==> src/rtl/tetris_input_cmd_fsm.sv <==
// Pushbutton and gravity command source for the block move FSM.
// Issues one held changeblock code at a time and waits for doneLogic or an ack timeout.
module tetris_input_cmd_fsm #(
    parameter int GRAVITY_PERIOD = 25_000_000,
    parameter int DEBOUNCE       = 250_000,
    parameter int ACK_TIMEOUT    = 1023
) (
    input  logic       CLOCK_50,
    input  logic       Resetn,
    input  logic [1:0] mode,
    input  logic [3:0] KEY,
    input  logic       doneLogic,
    output logic [3:0] changeblock,
    output logic       dropPending,
    output logic       cmdTimeout
);

    localparam int DW = $clog2(DEBOUNCE + 1);
    localparam int GW = $clog2(GRAVITY_PERIOD);
    localparam int AW = $clog2(ACK_TIMEOUT + 1);

    typedef enum logic [3:0] {
        NOT_PLAY    = 4'd0,
        NOTHING     = 4'd1,
        DROP        = 4'd2,
        LEFT        = 4'd3,
        RIGHT       = 4'd4,
        DOWN        = 4'd5,
        ROTATE      = 4'd6,
        LEFT_WAIT   = 4'd7,
        RIGHT_WAIT  = 4'd8,
        DOWN_WAIT   = 4'd9,
        ROTATE_WAIT = 4'd10
    } state_t;

    state_t          state, next_state;
    logic [3:0]      sync1, sync2, key_level, arm, issue;
    logic [DW-1:0]   stable_cnt [4];
    logic [GW-1:0]   grav_cnt;
    logic [AW-1:0]   ack_cnt;
    logic            playing, is_cmd, ack_expired, ack, timeout_now, enter_drop, grav_wrap;
    logic [3:0]      pressed;

    assign playing     = (mode == 2'b01);
    assign pressed     = ~key_level;
    assign is_cmd      = (state == DROP) || (state == LEFT) || (state == RIGHT) ||
                         (state == DOWN) || (state == ROTATE);
    assign ack_expired = (ack_cnt == AW'(ACK_TIMEOUT - 1));
    assign ack         = doneLogic || ack_expired;
    assign timeout_now = is_cmd && !doneLogic && ack_expired;
    assign enter_drop  = (next_state == DROP) && (state != DROP);
    assign grav_wrap   = (grav_cnt == GW'(GRAVITY_PERIOD - 1));
    assign changeblock = state;

    // Keys idle high, so synchronisers and debounced levels come out of reset released.
    always_ff @(posedge CLOCK_50) begin
        if (!Resetn) begin
            sync1     <= 4'hF;
            sync2     <= 4'hF;
            key_level <= 4'hF;
            for (int i = 0; i < 4; i++) stable_cnt[i] <= '0;
        end else begin
            sync1 <= KEY;
            sync2 <= sync1;
            for (int i = 0; i < 4; i++) begin
                if (sync2[i] == key_level[i]) begin
                    stable_cnt[i] <= '0;
                end else if (stable_cnt[i] == DW'(DEBOUNCE - 1)) begin
                    key_level[i]  <= sync2[i];
                    stable_cnt[i] <= '0;
                end else begin
                    stable_cnt[i] <= stable_cnt[i] + 1'b1;
                end
            end
        end
    end

    always_ff @(posedge CLOCK_50) begin
        if (!Resetn || !playing) arm <= 4'hF;
        else                     arm <= (arm | key_level) & ~issue;
    end

    // A wrap while a drop is already pending is simply lost.
    always_ff @(posedge CLOCK_50) begin
        if (!Resetn || !playing) begin
            grav_cnt    <= '0;
            dropPending <= 1'b0;
        end else begin
            grav_cnt <= grav_wrap ? '0 : grav_cnt + 1'b1;
            if (enter_drop)     dropPending <= 1'b0;
            else if (grav_wrap) dropPending <= 1'b1;
        end
    end

    always_ff @(posedge CLOCK_50) begin
        if (!Resetn || !playing) begin
            ack_cnt    <= '0;
            cmdTimeout <= 1'b0;
        end else begin
            cmdTimeout <= timeout_now;
            ack_cnt    <= (is_cmd && next_state == state) ? ack_cnt + 1'b1 : '0;
        end
    end

    always_ff @(posedge CLOCK_50) begin
        if (!Resetn) state <= NOT_PLAY;
        else         state <= next_state;
    end

    always_comb begin
        next_state = state;
        issue      = 4'b0000;
        case (state)
            NOT_PLAY: if (playing) next_state = NOTHING;
            NOTHING: begin
                if (dropPending) begin
                    next_state = DROP;
                end else if (arm[3] && pressed[3]) begin
                    next_state = LEFT;
                    issue[3]   = 1'b1;
                end else if (arm[2] && pressed[2]) begin
                    next_state = RIGHT;
                    issue[2]   = 1'b1;
                end else if (arm[1] && pressed[1]) begin
                    next_state = DOWN;
                    issue[1]   = 1'b1;
                end else if (arm[0] && pressed[0]) begin
                    next_state = ROTATE;
                    issue[0]   = 1'b1;
                end
            end
            DROP:        if (ack) next_state = NOTHING;
            LEFT:        if (ack) next_state = LEFT_WAIT;
            RIGHT:       if (ack) next_state = RIGHT_WAIT;
            DOWN:        if (ack) next_state = DOWN_WAIT;
            ROTATE:      if (ack) next_state = ROTATE_WAIT;
            // Gravity preempts a key that is still being held down.
            LEFT_WAIT:   if (dropPending) next_state = DROP; else if (key_level[3]) next_state = NOTHING;
            RIGHT_WAIT:  if (dropPending) next_state = DROP; else if (key_level[2]) next_state = NOTHING;
            DOWN_WAIT:   if (dropPending) next_state = DROP; else if (key_level[1]) next_state = NOTHING;
            ROTATE_WAIT: if (dropPending) next_state = DROP; else if (key_level[0]) next_state = NOTHING;
            default:     next_state = NOT_PLAY;
        endcase
        if (!playing) begin
            next_state = NOT_PLAY;
            issue      = 4'b0000;
        end
    end

endmodule

==> config.mk <==
export PLATFORM = sky130hd
export DESIGN_NAME = tetris_input_cmd_fsm
export DESIGN_NICKNAME = d
export VERILOG_FILES = /design/src/rtl/tetris_input_cmd_fsm.sv
export SDC_FILE = /design/constraint.sdc
export NUM_CORES = 1
export LEC_CHECK = 0
export ABC_CLOCK_PERIOD_IN_PS = 3800
export BUFFER_PORTS_ARGS = -buffer_cell sky130_fd_sc_hd__buf_2
export CELL_PAD_IN_SITES_DETAIL_PLACEMENT = 0
export CELL_PAD_IN_SITES_GLOBAL_PLACEMENT = 1
export CORE_MARGIN = 2
export CORE_UTILIZATION = 53
export DETAILED_ROUTE_END_ITERATION = 8
export PLACE_DENSITY = 0.82
export SLEW_MARGIN = 20
export SYNTH_ARGS = -nofsm -noshare
export SYNTH_HDL_FRONTEND = slang
export SYNTH_SLANG_ARGS = --single-unit
==> constraint.sdc <==
create_clock -name CLOCK_50 -period 3.8 [get_ports CLOCK_50]
set_input_delay 0.57 -clock CLOCK_50 [delete_from_list [all_inputs] [get_ports CLOCK_50]]
set_output_delay 0.57 -clock CLOCK_50 [all_outputs]
set_load 0.005 [all_outputs]
**Word-level counts from Yosys, hierarchy flattened**

Memory sizes are Yosys's and may differ from the RTL's.
Index checks and enable logic that the tools add are counted.

- Bits in writable memories: 72
- Logic and storage cells: 176
- Memories: 1
- Output and inout port bits: 6
- Flip-flop bits (word level): 57
- Input port bits: 9

- Bitwise operators: 21
- $add $sub $neg: 6
- Equal/unequal tests: 24
- Multiplexer cells: 87
- Reductions and logical operators: 25

Memories:

| memory | words | width | read ports | clocked after memory_dff | wr ports | RTL line | text |
|---|---|---|---|---|---|---|---|
| stable_cnt | 4 | 18 | 4 | 0 | 4 | 38 | `logic [DW-1:0] stable_cnt [4];` |

Operator list:

| operator | count |
|---|---|
| 2-to-1 mux 18 bit | 12 |
| 2-to-1 mux 4 bit | 22 |
| adder 18 x 1 -> 18 bit (second input constant) | 4 |
| equality test 18 bit (second input constant) | 4 |
| 2-to-1 mux 1 bit | 50 |
| one-hot mux 4 bit (11 select lines) | 1 |
| adder 25 x 1 -> 25 bit (second input constant) | 1 |
| equality test 25 bit (second input constant) | 1 |
| equality test 4 x 3 -> 1 bit (second input constant) | 4 |
| equality test 4 x 2 -> 1 bit (second input constant) | 3 |
| equality test 4 bit (second input constant) | 3 |
| bitwise OR 1 bit | 12 |
| adder 10 x 1 -> 10 bit (second input constant) | 1 |
| equality test 10 bit (second input constant) | 1 |
| logical AND 1 bit | 8 |
| inverter 4 bit | 2 |
| AND reduction 2 bit | 4 |
| logical OR 1 bit | 6 |
| OR reduction 2 bit | 3 |
| inverter 1 bit | 5 |
| bitwise AND 4 bit | 1 |
| equality test 1 bit | 4 |
| equality test 4 x 1 -> 1 bit (second input constant) | 1 |
| equality test 4 bit | 1 |
| 7 further kinds | 9 |

**Longest topological paths before layout**

- Depth in word-level cells: 13
- Depth in mapped cells: 9
- Mapped depth without buffers: 8

**Worst setup path after synthesis**

OpenSTA, ideal clock, no wires.

- Kind: flip-flop to flip-flop
- From: memory stable_cnt[2][0] (netlist name)
- To: memory stable_cnt[2][10] (netlist name) (data pin)
- Path slack: 1.807 ns
- Setup time: 0.266 ns
- Stages on the path, launching flop included: 8
- Buffers on the path: 1
- Period minus slack after synthesis: 1.993 ns
- Data arrival time: 1.727 ns
- Data required time: 3.534 ns
- Path through: edfxtp_1 -> ha_1 -> and3_1 -> nand4_1 -> nor3_1 -> nand3b_1 -> clkbuf_1 -> nor2_1

RTL lines:

| what | RTL line |
|---|---|
| from (decl) | 38 |

**Final worst setup path**

- From: register state[0], in the netlist changeblock[0]
- To: register ack_cnt[3]

- Longest elaborated chain between the ends: 11
- Elaborated cells on any way between the ends: 39
- Classes of those cells: eq/ne: 11; mux: 20; bitwise: 1; reduce/logical: 7

RTL lines:

| what | RTL line | text |
|---|---|---|
| from (decl) | 36 | `state_t state, next_state;` |
| from (signal assigned) | 107 | `else state <= next_state;` |
| 2-to-1 mux 4 bit | 127 | `end else if (arm[0] && pressed[0]) begin` |
| 2-to-1 mux 4 bit | 124 | `end else if (arm[1] && pressed[1]) begin` |
| 2-to-1 mux 4 bit | 121 | `end else if (arm[2] && pressed[2]) begin` |
| 2-to-1 mux 4 bit | 118 | `end else if (arm[3] && pressed[3]) begin` |
| 2-to-1 mux 4 bit | 116 | `if (dropPending) begin` |
| one-hot mux 4 bit (11 select lines) | 113 | `case (state)` |
| 2-to-1 mux 4 bit | 144 | `if (!playing) begin` |
| equality test 4 bit | 101 | `ack_cnt <= (is_cmd && next_state == state) ? ack_cnt + 1'b1 : '0;` |
| logical AND 1 bit * | 101 |  |
| inverter 1 bit (no source line) * | -- |  |
| OR reduction 2 bit (no source line) * | -- |  |
| to (signal assigned) | 101 |  |
| to (decl) | 40 | `logic [AW-1:0] ack_cnt;` |

Every way passes the cells marked *; elsewhere a longest branch is shown, timed or not.
A chain may end at the register's enable or synchronous reset.

==> results.sh <==
export IMPL_synth_top_family_by_area="simple AND/OR/NAND/NOR gates"
export IMPL_synthCells=659
export IMPL_drive_gt1_share_pct=8.27
export IMPL_drt_initial_drc_count=261
export IMPL_yosys_area_share_simple_pct=27.2
export IMPL_fmax_mhz=422
export IMPL_yosysSeqAreaShare_pct=50.8
export IMPL_synthAdderAreaFrac_pct=1.35
export IMPL_synth_seq_cells=129
export IMPL_fill_cells=1004
export IMPL_synth_top_area_share_pct=33.3
export IMPL_vias=4678
export IMPL_status="finished, final reports clean"
export IMPL_finalHoldViolCount=0
export IMPL_dpl_hpwl_um=8160
export IMPL_setup_viol=0
export IMPL_required_ns=4.09
export IMPL_cp_arrival_ns=2.66
export IMPL_synth_ff_type="edfxtp_1"
export IMPL_n_antenna_cell=0
export IMPL_synth_cell_area_um2=6500
export IMPL_drcViolationCount=0
export IMPL_maxCapViolations=0
export IMPL_place_inst=877
export IMPL_p_per_area_nw_per_um2=411
export IMPL_rsz0062_at_grt="no"
export IMPL_synth_area_mux_share_pct=0.462
export IMPL_critPathLaunchType="register"
export IMPL_p_switching_uw=650
export IMPL_synth_area_leaders="edfxtp_1 33%, dfxtp_1 18%, nor2_1 7.6%"
export IMPL_cts_path_max_buffers=2
export IMPL_worst_slew_pin_transition_ns=0.703
export IMPL_clock_sinks=129
export IMPL_grt_max_degree=25
export IMPL_grt_usage_pct=19.4
export IMPL_min_period_ns=2.37
export IMPL_seqPwrFrac_pct=50.5
export IMPL_area_growth_synth_to_final_pct=14.8
export IMPL_grt_pass1_wl_um=20100
export IMPL_cp_max_fo=16
export IMPL_crit_type="reg2reg"
export IMPL_grt_pass1_vias=4522
export IMPL_drv_slew=0
export IMPL_coreArea_um2=12000
export IMPL_yosys_warnings=0
export IMPL_clock_root_buffer="clkbuf_16"
export IMPL_power_leakage_uw=0.00257
export IMPL_power_uw=3070
export IMPL_cp_end_kind="register"
export IMPL_io_buffer_count=14
export IMPL_cts_tree="built"
export IMPL_clockPowerShare_pct=46.6
export IMPL_cts_made_buffers=17
export IMPL_synth_xor_area_share_pct=13.4
export IMPL_via_per_inst=5.15
export IMPL_timing_final_crit_share_pct=62.4
export IMPL_async_flop_share_pct=0
export IMPL_antenna_found_initial=0
export IMPL_clk_pin_slew_ns=0.05
export IMPL_wl_um=11600
export IMPL_rows=40
export IMPL_fin_area_um2=7460
export IMPL_instances_no_fill=909
export IMPL_switching_share_pct=21.2
export IMPL_dr_pass1_iters=5
export IMPL_ctsResizeCount=0
export IMPL_nNetsFinal=765
export IMPL_yosysTopAreaCell="edfxtp_1"
export IMPL_die_y_um=115
export IMPL_dieWidth_um=115
export IMPL_synth_compound_area_share_pct=4.58
export IMPL_ioPinCount=15
export IMPL_internal_power_uw=2420
export IMPL_initial_core_util_pct=54.1
export IMPL_grt_ovfl_total=0
export IMPL_dpl_cell_area_um2=6950
export IMPL_fin_skew_ns=0.00397
export IMPL_yosysMostFrequentCell="nor2_1"
export IMPL_peakVddDrop_mv=0.290
export IMPL_slew_headroom_pct=53.0
export IMPL_post_cts_buffers=0
export IMPL_min_path_type="in2reg"
export IMPL_tns_ns=0
export IMPL_synth_common_cells="132 x nor2_1, 72 x edfxtp_1, 57 x dfxtp_1"
export IMPL_comb_power_share_pct=2.8
export IMPL_routedWlPerCell_um=12.7
export IMPL_clock_latency_ns=0.42
export IMPL_die_area_um2=13200
export IMPL_cts_max_level=4
export IMPL_postCtsHoldBufs=0
export IMPL_synth_edf_count=72
export IMPL_syn_avg_cell_area_um2=9.87
export IMPL_place_gp_congestion=0.822
export IMPL_ys_types=53
export IMPL_postRouteAntennaNets=0
[state kept, by name (all words and copies together), names as in the netlist]
signal	cells
grav_cnt	25
stable_cnt	72
cmdTimeout	1
sync1	4
key_level	4
dropPending	1
sync2	4
arm	4
ack_cnt	10
changeblock	4
[final cells by class]
| class | instances | area [um^2] | area share [%] |
|---|---|---|---|
| repair buffers | 14 | 70.1 | 0.939 |
| clock buffers | 25 | 485 | 6.50 |
| clock inverters | 7 | 33.8 | 0.453 |
| flip-flops and latches | 129 | 3300 | 44.3 |
| multi-input cells | 570 | 3320 | 44.5 |
| well taps | 147 | 184 | 2.46 |
| inverters | 17 | 63.8 | 0.855 |
[power by group through the flow]
stage               clock (uW)  combinational [uW]  sequential [uW]
floorplan                    0                70.5             1570
CTS                       1470                85.5             1550
finish                    1430                87.0             1550
detailed placement           0                84.7             1580
global route              1520                 102             1560
global placement             0                83.4             1580
[cell families (layout without fill, tap and decap cells)]
group,after synthesis,in the layout
AOI/OAI and AO/OA,42,42
adders and majority gates,7,7
muxes,3,3
and+or+nand+nor,349,349
buffers and inverters,31,63
xor gates and xnor gates,97,97
other,1,72
DFF,129,129
[worst max-delay path, stage by stage (launching register included)]
cell and delay [ns]:
dfxtp_1 0.64, or4b_4 0.55, nor3_2 0.32, a32oi_1 0.09, nand2_1 0.12, a211o_1 0.44
nor3_2 0.10
[metal layers]
metal,up-vias,global-route usage [%],wire length (um)
li1,2413,-,-
met1,2171,23.3,5420
met2,77,32.0,5420
met3,17,6.64,567
met4,0,7.87,182
met5,-,0,0
[placed cells by master (no fill, tap or decap), types with 17 or more instances in the layout]
master     netlist  layout
nor2_1         132     132
edfxtp_1        72      72
conb_1           1      72
dfxtp_1         57      57
xor2_1          49      49
nand2_1         48      48
xnor2_1         47      47
nand3_1         45      45
nand4_1         26      26
nor3_1          18      18
inv_1           17      17
clkbuf_16        0      17
[through the flow]
| step | util, % | hold WS [ns] | setup slack [ns] |
|---|---|---|---|
| 2_1_floorplan | - | 0.386 | 1.81 |
| 3_3_place_gp | 57.8 | 0.391 | 1.49 |
| 3_5_place_dp | 57.8 | 0.396 | 1.42 |
| 4_1_cts | 62.1 | 0.317 | 1.45 |
| 5_1_grt | 62.1 | 0.329 | 1.22 |
| 6_report | 62.1 | 0.327 | 1.43 |
[path summary, 6_finish.rpt]
path                   from         end  slack (ns)  depth (start not counted)
min reg2reg        sync1[3]    sync2[3]        0.41                          1
max          changeblock[0]  ack_cnt[3]        1.43                          6
max reg2reg  changeblock[0]  ack_cnt[3]        1.43                          6
min                  KEY[0]    sync1[0]        0.33                          2
Note: power is estimated with default switching activity, not from simulation.
